--- config.mk ---
export PLATFORM = sky130hd
export DESIGN_NAME = stream_buffer_ctrl
export DESIGN_NICKNAME = d
export VERILOG_FILES = /design/src/rtl/stream_ctrl_pkg.sv /design/src/rtl/stream_drain_fsm.sv /design/src/rtl/stream_buffer_ctrl.sv
export SDC_FILE = /design/constraint.sdc
export NUM_CORES = 1
export LEC_CHECK = 0
export ABC_CLOCK_PERIOD_IN_PS = 5500
export CAP_MARGIN = 20
export CORE_ASPECT_RATIO = 0.5
export CORE_MARGIN = 2
export CORE_UTILIZATION = 41
export CTS_BUF_LIST = sky130_fd_sc_hd__clkbuf_4 sky130_fd_sc_hd__clkbuf_8
export CTS_CLUSTER_SIZE = 25
export DETAILED_ROUTE_END_ITERATION = 8
export HOLD_SLACK_MARGIN = 0.1
export PLACE_DENSITY = 0.87
export SYNTH_ARGS = -nofsm -noshare
export SYNTH_HDL_FRONTEND = slang
export SYNTH_SLANG_ARGS = --single-unit
--- constraint.sdc ---
create_clock -name i_Clk -period 5.5 [get_ports i_Clk]
set_input_delay 1.1 -clock i_Clk [delete_from_list [all_inputs] [get_ports i_Clk]]
set_output_delay 1.1 -clock i_Clk [all_outputs]
set_load 0.01 [all_outputs]
--- src/rtl/stream_ctrl_pkg.sv ---
// stream_ctrl_pkg: shared types, drain states and sizing defaults for the stream buffer controller.
package stream_ctrl_pkg;
    localparam int BUFFER_SIZE_DEF = 8;
    localparam int RESERVE_DEF     = 2;
    typedef logic [7:0] byte_t;
    typedef enum logic [1:0] {IDLE, START, BUSY, GAP} drain_state_e;
endpackage

--- src/rtl/stream_drain_fsm.sv ---
// stream_drain_fsm: pops the FIFO head into the UART transmitter, one byte per TX frame.
module stream_drain_fsm
    import stream_ctrl_pkg::*;
(
    input  logic  i_Clk,
    input  logic  i_Rst_L,
    input  logic  i_Append_Pend,
    input  logic  i_Ready_To_Read,
    input  logic  i_TX_Active,
    input  logic  i_TX_Done,
    input  byte_t i_FIFO_Head,
    output logic  o_TX_DV,
    output logic  o_Shift_Now,
    output byte_t o_TX_Byte
);
    drain_state_e state_q, state_d;
    byte_t tx_byte_q, tx_byte_d;
    always_ff @(posedge i_Clk) begin
        if (!i_Rst_L) begin
            state_q   <= IDLE;
            tx_byte_q <= '0;
        end else begin
            state_q   <= state_d;
            tx_byte_q <= tx_byte_d;
        end
    end
    // A pending append blocks the start so append and shift never share a cycle.
    always_comb begin
        state_d   = state_q;
        tx_byte_d = tx_byte_q;
        case (state_q)
            IDLE: begin
                state_d   = (i_Ready_To_Read && !i_TX_Active && !i_Append_Pend) ? START : IDLE;
                tx_byte_d = (state_d == START) ? i_FIFO_Head : tx_byte_q;
            end
            START:   state_d = BUSY;
            BUSY:    state_d = i_TX_Done ? GAP : BUSY;
            GAP:     state_d = IDLE;
            default: state_d = IDLE;
        endcase
    end
    assign o_TX_DV     = state_q == START;
    assign o_Shift_Now = state_q == START;
    assign o_TX_Byte   = tx_byte_q;
endmodule

--- src/rtl/stream_buffer_ctrl.sv ---
// stream_buffer_ctrl: arbitrates UART RX and a local source into the FIFO and drains it to UART TX.
// Define STREAM_CTRL_STATS_EN to build the overflow counter and the almost-full flag.
module stream_buffer_ctrl
    import stream_ctrl_pkg::*;
#(
    parameter int BUFFER_SIZE = BUFFER_SIZE_DEF,
    parameter int RESERVE     = RESERVE_DEF
) (
    input  logic       i_Clk,
    input  logic       i_Rst_L,
    input  logic       i_A_DV,
    input  byte_t      i_A_Byte,
    output logic       o_A_Drop,
    input  logic       i_B_Req,
    input  byte_t      i_B_Byte,
    output logic       o_B_Ack,
    output logic       o_Append_Now,
    output byte_t      o_FIFO_Byte,
    output logic       o_Shift_Now,
    input  byte_t      i_FIFO_Head,
    input  logic       i_Ready_To_Read,
    input  logic [3:0] i_Free_Space,
    output logic       o_TX_DV,
    output byte_t      o_TX_Byte,
    input  logic       i_TX_Active,
    input  logic       i_TX_Done,
    output logic       o_Almost_Full,
    output logic [7:0] o_Overflow_Count
);
    localparam logic [3:0] SIZE = 4'(BUFFER_SIZE);
    localparam logic [3:0] RES  = 4'(RESERVE);
    logic append_q, append_d, ack_q, ack_d, drop_q, drop_d, grant_a, grant_b;
    byte_t fifo_byte_q, fifo_byte_d;
    logic [3:0] free, eff;
    // The FIFO count lags one cycle, so last cycle's append is still counted as free.
    assign free = i_Free_Space > SIZE ? SIZE : i_Free_Space;
    assign eff  = free > {3'b0, append_q} ? free - {3'b0, append_q} : 4'd0;
    always_comb begin
        grant_a     = i_A_DV && eff != 4'd0;
        grant_b     = i_B_Req && !i_A_DV && !ack_q && eff > RES;
        drop_d      = i_A_DV && eff == 4'd0;
        append_d    = grant_a || grant_b;
        ack_d       = grant_b;
        fifo_byte_d = grant_a ? i_A_Byte : grant_b ? i_B_Byte : fifo_byte_q;
    end
    always_ff @(posedge i_Clk) begin
        if (!i_Rst_L) begin
            append_q    <= 1'b0;
            ack_q       <= 1'b0;
            drop_q      <= 1'b0;
            fifo_byte_q <= '0;
        end else begin
            append_q    <= append_d;
            ack_q       <= ack_d;
            drop_q      <= drop_d;
            fifo_byte_q <= fifo_byte_d;
        end
    end
    assign o_Append_Now = append_q;
    assign o_B_Ack      = ack_q;
    assign o_A_Drop     = drop_q;
    assign o_FIFO_Byte  = fifo_byte_q;
    stream_drain_fsm u_drain (
        .i_Clk           (i_Clk),
        .i_Rst_L         (i_Rst_L),
        .i_Append_Pend   (append_d),
        .i_Ready_To_Read (i_Ready_To_Read),
        .i_TX_Active     (i_TX_Active),
        .i_TX_Done       (i_TX_Done),
        .i_FIFO_Head     (i_FIFO_Head),
        .o_TX_DV         (o_TX_DV),
        .o_Shift_Now     (o_Shift_Now),
        .o_TX_Byte       (o_TX_Byte)
    );
`ifdef STREAM_CTRL_STATS_EN
    logic [7:0] ovf_q;
    logic almost_q;
    always_ff @(posedge i_Clk) begin
        if (!i_Rst_L) begin
            ovf_q    <= '0;
            almost_q <= 1'b0;
        end else begin
            ovf_q    <= (drop_d && ovf_q != 8'hFF) ? ovf_q + 8'd1 : ovf_q;
            almost_q <= eff <= RES;
        end
    end
    assign o_Overflow_Count = ovf_q;
    assign o_Almost_Full    = almost_q;
`else
    assign o_Overflow_Count = '0;
    assign o_Almost_Full    = 1'b0;
`endif
endmodule

* After elaboration in Yosys (flattened, before gate mapping)
Index checks and enable logic that the tools add are counted.
** Word-level totals
- ROM bits :: 0
- Memories kept :: 0
- Bits in latches :: 0
- Memory bits (writable) :: 0
- Register bits after elaboration :: 21
** Cells by class
- $add $sub $neg :: 1
- Bitwise gates (word level) :: 0
- Shift operators :: 0
- Div/mod/pow operators :: 0
- Magnitude comparators :: 3
- $mul :: 0
- Mux-type cells :: 7
- Reductions and logical operators :: 17
- Equality and inequality tests :: 4
** Operators with widths (number)
- 8-bit 2-to-1 mux :: 2
- 4-bit 2-to-1 mux :: 2
- 2-bit case mux with 4 select lines :: 1
- 1-bit logical AND :: 7
- 2-bit by 1-bit == test with 1-bit output, second input constant :: 2
- 2-bit == test, second input constant :: 2
- 4-bit by 1-bit > comparator with 1-bit output :: 1
- 4-bit by 2-bit > comparator with 1-bit output, second input constant :: 1
- 4-bit > comparator, second input constant :: 1
- 1-bit logical NOT :: 4
- 4-bit logical NOT :: 1
- 4-bit nonzero test :: 1
- 4-bit by 1-bit subtractor with 4-bit output :: 1
- 2-bit logical NOT :: 1
- 1-bit 2-to-1 mux :: 2
- 2-bit AND reduction :: 1
- 2-bit nonzero test :: 1
- 1-bit logical OR :: 1

* Longest topological paths before layout
Gate-level depths: netlist of the first run.
- Depth after elaboration :: 12
- Depth in mapped cells :: 10
- Depth with buffers taken out :: 9

* By module
A second synthesis of the first run with hierarchy kept.
** Second synthesis, totals
- Cell total of the unflattened synthesis :: 135
- Area, all modules :: 1266.2 um2
** By module, submodules not included
- stream_buffer_ctrl :: instances 1, seq. area each 220.2 um2, area an instance 789.5 um2, cells each 86
- stream_drain_fsm :: instances 1, seq. area each 200.2 um2, area an instance 476.7 um2, cells each 49

* Worst setup path before layout of the first run
OpenSTA, ideal clock, no wires.
- Kind :: input to register
- From :: input port i_Free_Space[3]
- To :: register u_drain.tx_byte_q[0], in the netlist u_drain.o_TX_Byte[0]
- Required time :: 5428 ps
- Library setup time :: 72 ps
- Path buffers :: 1
- Slack :: 2761 ps
- Cell stages on the path :: 10
- Data arrival time :: 2667 ps
- Cells stage by stage :: nand2b_1 -> ha_1 -> ha_1 -> nand2_1 -> nor3_1 -> o21ai_2 -> nand2_2 -> and4_4 -> buf_6 -> mux2i_1
** Between the ends
- Longest elaborated chain between the ends :: 12
- Elaborated cells on any way between the ends :: 15
- Those cells by class :: add/sub (1); order compare (3); eq/ne (1); mux (3); reduce/logical (7)
** RTL lines
- start, declared :: line stream_buffer_ctrl.sv:22 : input logic [3:0] i_Free_Space,
- 4-bit > comparator :: line stream_buffer_ctrl.sv:36 : assign free = i_Free_Space > SIZE ? SIZE : i_Free_Space;
- 4-bit 2-to-1 mux (*) :: line stream_buffer_ctrl.sv:36
- 4-bit by 1-bit subtractor with 4-bit output or 4-bit by 1-bit > comparator with 1-bit output (tied branches) :: line stream_buffer_ctrl.sv:37 : assign eff = free > {3'b0, append_q} ? free - {3'b0, append_q} : 4'd0;
- 4-bit 2-to-1 mux (*) :: line stream_buffer_ctrl.sv:37
- 4-bit by 2-bit > comparator with 1-bit output or 4-bit nonzero test (tied branches) :: line stream_buffer_ctrl.sv:40, stream_buffer_ctrl.sv:39
- 1-bit logical AND, on equally long branches :: line stream_buffer_ctrl.sv:40, stream_buffer_ctrl.sv:39
- 1-bit logical OR (*) :: line stream_buffer_ctrl.sv:42 : append_d = grant_a || grant_b;
- 1-bit logical NOT (*) :: line stream_drain_fsm.sv:33 : state_d = (i_Ready_To_Read && !i_TX_Active && !i_Append_Pend) ? START : IDLE;
- 1-bit logical AND (*) :: line stream_drain_fsm.sv:33
- 1-bit 2-to-1 mux (*) :: line stream_drain_fsm.sv:33
- 2-bit by 1-bit == test with 1-bit output (*) :: line stream_drain_fsm.sv:34 : tx_byte_d = (state_d == START) ? i_FIFO_Head : tx_byte_q;
- 2-bit AND reduction (no source line) (*)
- end signal, assigned :: line stream_drain_fsm.sv:24 : tx_byte_q <= tx_byte_d;
- end, declared :: line stream_drain_fsm.sv:17 : byte_t tx_byte_q, tx_byte_d;
Mark *: on every way between the ends. The rest lies on a longest branch, timed or not.
A chain may end at the register's enable or synchronous reset.

* Worst setup path after layout of the first run
- From :: input port i_Free_Space[3]
- To :: register u_drain.tx_byte_q[1], in the netlist u_drain.o_TX_Byte[1]
The elaborated chain is that of the path after synthesis.

==> results of run 1 <==
synthesized netlist by cell type, types with 3 or more instances:
| library cell | n | area [sq um] |
|---|---|---|
| a21oi_1 | 11 | 55.05 |
| inv_1 | 3 | 11.26 |
| nand2_1 | 18 | 67.56 |
| buf_4 | 11 | 82.58 |
| nor2_1 | 5 | 18.77 |
| nor2b_1 | 3 | 18.77 |
| o21ai_0 | 8 | 40.04 |
| dfxtp_1 | 21 | 420.4 |
| ha_1 | 6 | 75.07 |
| clkbuf_1 | 3 | 11.26 |
| mux2i_1 | 16 | 160.2 |
worst reg2reg max path: cells and delay by family (launching register included):
kind	cells	cell delay, ns
and+or+nand+nor	3	1.16
adders and majority gates	2	0.43
DFF	1	0.32
AOI/OAI and AO/OA	2	0.19
muxes	1	0.14
cells in the final DEF (no fill, tap or decap), drive strengths merged:
master / Yosys / final
dfxtp: 21 / 21
clkdlybuf4s50: 0 / 55
mux2i: 16 / 16
clkbuf: 3 / 3
nor4b: 1 / 1
nand4: 1 / 1
nor2b: 3 / 3
nor3: 2 / 2
conb: 1 / 9
and4: 1 / 1
nand2b: 2 / 2
nand3: 1 / 1
inv: 3 / 3
ha: 6 / 6
nand3b: 1 / 1
o21ai: 10 / 10
a21oi: 11 / 11
nand2: 19 / 19
nor2: 5 / 5
nor3b: 1 / 1
clkinv: 0 / 1
and2: 1 / 1
o21a: 1 / 1
stage by stage:
step / hold WS [ns] / area, sq um / setup slack [ns] / total power, uW / util
2_1_floorplan: 0.4790 / 1120 / 2.761 / 228.5 / -
3_3_place_gp: 0.4461 / 1607 / 1.797 / 274.6 / 0.6291
3_5_place_dp: 0.4583 / 1607 / 1.693 / 277.7 / 0.6291
4_1_cts: 0.4691 / 1653 / 1.966 / 379.4 / 0.6472
5_1_grt: 0.4935 / 1653 / 1.757 / 394.3 / 0.6472
6_report: 0.4669 / 1653 / 1.968 / 376.2 / 0.6472
where the power goes:
group / total [uW] / switching [uW] / internal [uW]
Sequential: 170 / 5.84 / 164
Clock: 102 / 51.5 / 50.6
Combinational: 104 / 44.6 / 59.7
sequential cells by signal, indices dropped and copies added (netlist names):
signal	flops
u_drain.state_q	2
o_B_Ack	1
o_Append_Now	1
u_drain.o_TX_Byte	8
o_FIFO_Byte	8
o_A_Drop	1
metal layers:
| metal | share of wire | up-vias | global-route usage |
|---|---|---|---|
| met5 | 0 | - | 0 |
| met2 | 0.51 | 24 | 0.3443 |
| li1 | - | 497 | - |
| met4 | 0.019 | 0 | 0.06818 |
| met3 | 0.041 | 6 | 0.04505 |
| met1 | 0.43 | 459 | 0.1888 |
final cells by class:
class	count	share of cell area
Clock buffer	3	0.02498
Clock inverter	1	0.003028
Inverter	3	0.006813
Multi-Input combinational cell	91	0.3497
Sequential cell	21	0.2544
Tap cell	37	0.02801
Timing Repair Buffer	55	0.3331
logic make-up (layout without fill, tap and decap cells):
group,after synthesis,count (layout),synth area share
AOI/OAI and AO/OA,22,22,0.1068
adders and majority gates,6,6,0.06888
buffers and inverters,19,62,0.1114
DFF,21,21,0.3858
muxes,16,16,0.1470
other,1,9,0.003441
and+or+nand+nor,38,38,0.1768
final timing paths:
kind                                                        start                                end  slack (ns)  depth (start not counted)
worst min register to register  u_drain.o_TX_Byte[3]$_SDFFE_PN0P_  u_drain.o_TX_Byte[3]$_SDFFE_PN0P_        0.47                          2
worst max-delay path                              i_Free_Space[3]  u_drain.o_TX_Byte[1]$_SDFFE_PN0P_        1.97                         10
worst max register to register            o_Append_Now$_SDFF_PN0_  u_drain.o_TX_Byte[1]$_SDFFE_PN0P_        3.17                          8
worst min-delay path            u_drain.o_TX_Byte[3]$_SDFFE_PN0P_  u_drain.o_TX_Byte[3]$_SDFFE_PN0P_        0.47                          2
==> results.toml, run 1 <==
[clock_network]
postCtsHoldBufs = 0
clock_latency_ns = 0.27
ctsHtreeMaxLevel = 1
tritoncts = "done"
clk_pin_slew_ns = 0.08
cts_inserted_buffers = 3
postCtsSetupBuffers = 0
clk_path_buf_depth = 2
root_buffer = "clkbuf_8"
ctsResizeCount = 0
cts.sinks = 21

[pwr]
powerDensity_nw_per_um2 = 227.6
ir_worst_vdd_mv = 0.09576
leakagePower_uw = 0.0006752

[sta]
tightest_slew_ns = 0.8391
period_needed_ns = 3.532
finalHoldViolCount = 0
max_clock_freq_mhz = 283.1
report.final.slew_viol_count = 0
period_share = 0.6422
clock_skew_ns = 0.006855
rsz0062_at_grt = "no"
setup_viol = 0
max-slew-margin-rel = 0.4389
finalSetupTns_ns = 0

[yosys]
synth_ff_type = "dfxtp_1"
yosysSeqAreaShare = 0.3858
syn_area_per_cell_sq_um = 8.860
synth_cell_types = 27
syn_inst = 123
ys_ff_latch = 21
yosysWarnings = 0
synthArstFlopShare = 0
synth_edf_count = 0
netlist_area_sq_um = 1090

[placed_design]
io_buffer_count = 55
numPlacedInstances = 207
dp_hpwl_um = 1979
gp_congestion = 0.7362

[drt]
viasPerCell = 4.673
drc = 0
wl_per_cell_um = 12.05
ant_nets = 0
vias = 986
drtIter0Drc = 40
drt_pass1_iterations = 4
drt_wl_total_um = 2542

[global_route]
grtUsageTotal = 0.1729
antenna_found_initial = 0
grt_pass1_wl_um = 4084
grt_max_degree = 28
grt_pass1_vias = 866
grt_remaining_overflow = 0

[worst_setup_path]
critPathKind = "in2reg"
cp_common_cell = "ha_1"
critPathMaxStageDelay_ns = 0.50
cp_data_required_time_ns = 5.65
cp-end-kind = "flip-flop"
cp_cell_sequence = "clkdlybuf4s50_1 > nand2b_1 > ha_1 > ha_1 > nor3b_1 > a21oi_1 > o21ai_1 > nand3_1 > and4_4 > mux2i_1"
critPathBufInv = 1
slowest_stage = "clkdlybuf4s50_1"
cp_max_fo = 12
cp-start-kind = "input pin"
cp_top_family = "simple AND/OR/NAND/NOR gates"
crit_arrival_ns = 3.69

[cells_and_area]
layout-area-overhead-vs-synth_pct = 51.67
n_antenna_cell = 0
multi_input_area_sq_um = 578.1
stdcell_count = 211
fillers = 216
regArea_sq_um = 420.4
drive_gt1_frac = 0.04598
final_nets = 216

[min_path]
hp-class = "reg2reg"

[floorplanning]
rows = 13
dieArea_sq_um = 3111
die_width_um = 76.91
core_sq_um = 2554
fp.dieH_um = 40.46
io_pins = 65
initial_core_util = 0.4268

[flow_run]
drv_cap = 0

[run_status]
outcome = "completed"
Note: power is estimated with default switching activity, not from simulation.
==> run 2: changes to the inputs <==
--- a/config.mk
+++ b/config.mk
@@ -5,16 +5,16 @@
 export SDC_FILE = /design/constraint.sdc
 export NUM_CORES = 1
 export LEC_CHECK = 0
-export ABC_CLOCK_PERIOD_IN_PS = 5500
+export ABC_CLOCK_PERIOD_IN_PS = 3600
 export CAP_MARGIN = 20
 export CORE_ASPECT_RATIO = 0.5
 export CORE_MARGIN = 2
-export CORE_UTILIZATION = 41
+export CORE_UTILIZATION = 38
 export CTS_BUF_LIST = sky130_fd_sc_hd__clkbuf_4 sky130_fd_sc_hd__clkbuf_8
 export CTS_CLUSTER_SIZE = 25
 export DETAILED_ROUTE_END_ITERATION = 8
 export HOLD_SLACK_MARGIN = 0.1
-export PLACE_DENSITY = 0.87
+export PLACE_DENSITY = 0.81
 export SYNTH_ARGS = -nofsm -noshare
 export SYNTH_HDL_FRONTEND = slang
 export SYNTH_SLANG_ARGS = --single-unit
==> constraint.sdc (replaced) <==
create_clock -name i_Clk -period 3.6 [get_ports i_Clk]
set_input_delay 0.72 -clock i_Clk [delete_from_list [all_inputs] [get_ports i_Clk]]
set_output_delay 0.72 -clock i_Clk [all_outputs]
set_load 0.01 [all_outputs]
==> results.toml, run 2 (synthesis results as in run 1) <==
[run_status]
outcome = "completed"

[pwr]
p_int_uw = 430.5
p_sw_frac = 0.2563
p_sw_uw = 148.3
leakagePower_uw = 0.0006849
ir_worst_vdd_mv = 0.1812
power.share.clock = 0.272
comb_power_share = 0.280
power.total_uw = 578.8
powerDensity_nw_per_um2 = 346.5
seq_power_share = 0.448

[drt]
ant_nets = 0
drt_wl_total_um = 2478
drt_pass1_iterations = 4
drtIter0Drc = 31
viasPerCell = 4.549
vias = 969
drc = 0
wl_per_cell_um = 11.63

[floorplanning]
fp.dieH_um = 41.87
die_width_um = 79.74
dieArea_sq_um = 3338
io_pins = 65
initial_core_util = 0.4110
core_sq_um = 2651
rows = 13

[worst_setup_path]
cp-start-kind = "input pin"
critPathKind = "in2reg"
r2r_start = "o_Append_Now$_SDFF_PN0_"
crit_arrival_ns = 2.95
cp_data_required_time_ns = 3.79
cp_max_fo = 8
slowest_stage = "clkdlybuf4s50_1"
critPathMaxStageDelay_ns = 0.58
r2r_cells = 8
crit_start = "i_Free_Space[3]"
cp_common_cell = "ha_1"
cp-end-kind = "flip-flop"
cp_top_family = "simple AND/OR/NAND/NOR gates"
cp_num_cells = 10
critPathBufInv = 1
cp_cell_sequence = "clkdlybuf4s50_1 > nand2b_1 > ha_1 > ha_1 > nor3b_1 > a21oi_1 > o21ai_1 > nand3_1 > and4_4 > mux2i_1"

[sta]
finalSetupTns_ns = 0
tightest_slew_ns = 0.8164
max-slew-margin-rel = 0.4541
finalHoldViolCount = 0
period_needed_ns = 2.761
max_clock_freq_mhz = 362.1
report.final.slew_viol_count = 0
clock_skew_ns = 0.002754
setup_viol = 0
rsz0062_at_grt = "no"
period_share = 0.7670
setup_ws_ns = 0.8386

[placed_design]
dpl-instance-area_sq_um = 1622
pre_cts_ws_ns = 0.5956
gp_congestion = 0.7261
io_buffer_count = 55
dp_hpwl_um = 1942

[global_route]
grt_remaining_overflow = 0
grtUsageTotal = 0.1560
grt_pass1_wl_um = 4181
grt_max_degree = 28
antenna_found_initial = 0
grt_pass1_vias = 959

[cells_and_area]
layout-area-overhead-vs-synth_pct = 53.27
final_cell_mix = "55 x clkdlybuf4s50_1, 21 x dfxtp_1, 18 x nand2_1, 16 x mux2i_1, 11 x a21oi_1"
final_common_cell = "clkdlybuf4s50_1"
stdcell_area_sq_um = 1670
n_antenna_cell = 0
drive_gt1_frac = 0.05682
final_util = 0.6300
final_nets = 218

[clock_network]
clk_pin_slew_ns = 0.07
cts.sinks = 21
tritoncts = "done"
postCtsSetupBuffers = 0
root_buffer = "clkbuf_8"
cts_inserted_buffers = 3
clk_path_buf_depth = 2
clock_latency_ns = 0.26
postCtsHoldBufs = 0
ctsResizeCount = 0
ctsHtreeMaxLevel = 1

[min_path]
hp-class = "reg2reg"
hp-start = "u_drain.o_TX_Byte[7]$_SDFFE_PN0P_"
holdPathStages = 2

[flow_run]
drv_cap = 0
==> run 2: cell types whose count changed in the layout (fill, tap and decap cells not counted), sizes merged <==
cell,before,now
clkbuf,3,4
buf,0,2
clkinv,1,0
==> run 2: final cells by class <==
| type | instances | area (sq um) |
|---|---|---|
| repair buffers | 57 | 565.5 |
| multi-input cells | 91 | 578.1 |
| inverters | 3 | 11.26 |
| well taps | 37 | 46.29 |
| clock buffers | 4 | 48.80 |
| flip-flops and latches | 21 | 420.4 |
| fillers | 220 | 980.9 |
==> run 2: worst reg2reg max path: cells and delay by family, from the launching register on <==
family / cells / cell delay, ns
compound gates: 2 / 0.31
fa+ha+maj: 2 / 0.39
flops: 1 / 0.34
mux: 1 / 0.21
simple gates: 3 / 0.60
==> run 2: through the flow <==
stage | hold slack, ns | std cells
6_report | 0.4600 | 213
5_1_grt | 0.4757 | 213
4_1_cts | 0.4628 | 213
3_5_place_dp | 0.4523 | 209
3_3_place_gp | 0.4412 | 209
2_1_floorplan | 0.4790 | 131
==> run 2: power groups by stage <==
stage,sequential (uW),combinational (uW),clock [uW]
floorplan,272,76.6,0
global placement,264,159,0
detailed placement,265,162,0
CTS,260,163,163
global route,262,177,171
finish,259,162,157
==> run 2: worst paths after layout <==
path | end | slack [ns]
worst max-delay path | u_drain.o_TX_Byte[5]$_SDFFE_PN0P_ | 0.84
worst min-delay path | u_drain.o_TX_Byte[7]$_SDFFE_PN0P_ | 0.46
worst max register to register | u_drain.o_TX_Byte[5]$_SDFFE_PN0P_ | 1.68
worst min register to register | u_drain.o_TX_Byte[7]$_SDFFE_PN0P_ | 0.46
==> run 2: per-layer routing <==
metal | routed length, um | up-vias | global-route usage
met5 | 0 | - | 0
met4 | 22 | 0 | 0.04068
met1 | 1046 | 443 | 0.1731
met2 | 1284 | 23 | 0.3008
met3 | 125 | 2 | 0.03478
li1 | - | 501 | -
==> run 3: changes to the inputs <==
--- a/config.mk
+++ b/config.mk
@@ -5,7 +5,7 @@
 export SDC_FILE = /design/constraint.sdc
 export NUM_CORES = 1
 export LEC_CHECK = 0
-export ABC_CLOCK_PERIOD_IN_PS = 3600
+export ABC_CLOCK_PERIOD_IN_PS = 2570
 export CAP_MARGIN = 20
 export CORE_ASPECT_RATIO = 0.5
 export CORE_MARGIN = 2
==> constraint.sdc (replaced) <==
create_clock -name i_Clk -period 2.57 [get_ports i_Clk]
set_input_delay 0.514 -clock i_Clk [delete_from_list [all_inputs] [get_ports i_Clk]]
set_output_delay 0.514 -clock i_Clk [all_outputs]
set_load 0.01 [all_outputs]
==> results.toml, run 3 (synthesis results as in run 1) <==
[cells_and_area]
regArea_sq_um = 420.4
stdcell_area_sq_um = 1710
layout-area-overhead-vs-synth_pct = 56.95
final_common_cell = "clkdlybuf4s50_1"
drive_gt1_frac = 0.07778
final_nets = 222
fillers = 220
multi_input_area_sq_um = 578.1
final_cell_mix = "55 x clkdlybuf4s50_1, 21 x dfxtp_1, 18 x nand2_1, 16 x mux2i_1, 11 x a21oi_1"
n_antenna_cell = 0

[sta]
clock_skew_ns = 0.0008576
period_needed_ns = 2.393
rsz0062_at_grt = "no"
finalHoldViolCount = 0
setup_viol = 0
report.final.slew_viol_count = 0
period_share = 0.9310
max_clock_freq_mhz = 418.0
timing.hold.ws_ns = 0.4625
setup_ws_ns = 0.1774

[clock_network]
clk_pin_slew_ns = 0.07
tritoncts = "done"
postCtsHoldBufs = 0
clock_latency_ns = 0.26
cts_inserted_buffers = 3
cts.sinks = 21
clk_path_buf_depth = 2
ctsHtreeMaxLevel = 1
root_buffer = "clkbuf_8"
postCtsSetupBuffers = 0
ctsResizeCount = 0

[worst_setup_path]
slowest_stage = "clkdlybuf4s50_1"
cp_num_cells = 10
cp_top_family = "simple AND/OR/NAND/NOR gates"
critPathBufInv = 1
cp_common_cell = "ha_1"
rrSetupSlack_ns = 0.68
cp_data_required_time_ns = 2.76
crit_start = "i_Free_Space[3]"
cp-start-kind = "input pin"
crit_arrival_ns = 2.58
r2r_start = "o_Append_Now$_SDFF_PN0_"
r2r_cells = 8
r2r-end = "u_drain.o_TX_Byte[6]$_SDFFE_PN0P_"
cp_max_fo = 8
worstSetupEndpoint = "u_drain.o_TX_Byte[6]$_SDFFE_PN0P_"
critPathMaxStageDelay_ns = 0.42
cp_cell_sequence = "clkdlybuf4s50_1 > nand2b_1 > ha_1 > ha_1 > nand2_1 > nor3_1 > o21ai_2 > nand2_2 > and4_4 > mux2i_1"
cp-end-kind = "flip-flop"
critPathKind = "in2reg"

[floorplanning]
core_sq_um = 2651
die_width_um = 79.74
io_pins = 65
rows = 13
fp.dieH_um = 41.87
dieArea_sq_um = 3338
initial_core_util = 0.4110

[drt]
ant_nets = 0
drtIter0Drc = 40
wl_per_cell_um = 11.24
viasPerCell = 4.498
drt_wl_total_um = 2438
drt_pass1_iterations = 4
vias = 976
drc = 0

[min_path]
hp-class = "reg2reg"
holdPathStages = 2
hp-start = "u_drain.o_TX_Byte[3]$_SDFFE_PN0P_"

[placed_design]
gp_congestion = 0.7245
io_buffer_count = 55
dp_hpwl_um = 1947
dpl-instance-area_sq_um = 1664
pre_cts_ws_ns = -0.1047

[run_status]
outcome = "completed"

[global_route]
gr-usage-met2 = 0.2756
met3_usage = 0.04130
grtUsageTotal = 0.1506
grt_max_degree = 28
grt_remaining_overflow = 0
antenna_found_initial = 0
grt_pass1_wl_um = 3870
grt_pass1_vias = 861
grt_util_met1 = 0.1695
grt.busiest_layer = "met2"

[pwr]
ir_worst_vdd_mv = 0.3280
powerDensity_nw_per_um2 = 473.8
power.total_uw = 810.4
leakagePower_uw = 0.0007077

[flow_run]
drv_cap = 0
run 3: cell count changes in the layout (fill, tap and decap cells not counted), sizes merged:
cell / change
clkbuf: -1
buf: +4
clkinv: +1
run 3: report_power, final:
group / switching (uW) / internal, uW / total [uW]
Clock: 103 / 108 / 211
Combinational: 95.8 / 141 / 236
Sequential: 12.2 / 351 / 363
Total: 211 / 600 / 810
run 3: layout make-up:
class	instances	share of cell area
flip-flops and latches	21	0.2458
repair buffers	61	0.3555
clock inverters	1	0.002926
well taps	37	0.02707
clock buffers	3	0.02414
multi-input cells	91	0.3380
inverters	3	0.006584
run 3: worst min path at each step:
stage	to	slack [ns]
finish	u_drain.o_TX_Byte[3]$_SDFFE_PN0P_	0.46
global route	u_drain.o_TX_Byte[3]$_SDFFE_PN0P_	0.49
CTS	u_drain.o_TX_Byte[3]$_SDFFE_PN0P_	0.46
detailed placement	u_drain.o_TX_Byte[3]$_SDFFE_PN0P_	0.45
global placement	u_drain.o_TX_Byte[5]$_SDFFE_PN0P_	0.45
floorplan	u_drain.o_TX_Byte[0]$_SDFFE_PN0P_	0.48
run 3: metal layers:
| layer | wire [um] | vias up |
|---|---|---|
| li1 | - | 507 |
| met1 | 1043 | 444 |
| met2 | 1234 | 23 |
| met3 | 130 | 2 |
| met4 | 29 | 0 |
| met5 | 0 | - |
run 3: metrics by stage:
step / instances / TNS [ns] / util
after floorplan: 131 / 0 / -
after global placement: 213 / -0.1671 / 0.6277
after detailed placement: 213 / -0.9448 / 0.6277
after CTS: 217 / 0 / 0.6451
after global routing: 217 / 0 / 0.6451
final: 217 / 0 / 0.6451
run 3: tightest hold or removal path: cells and delay by family (launching register included):
family,cells,cell delay [ns]
AND/OR/NAND/NOR,1,0.05
multiplexers,1,0.05
flip-flops,1,0.31
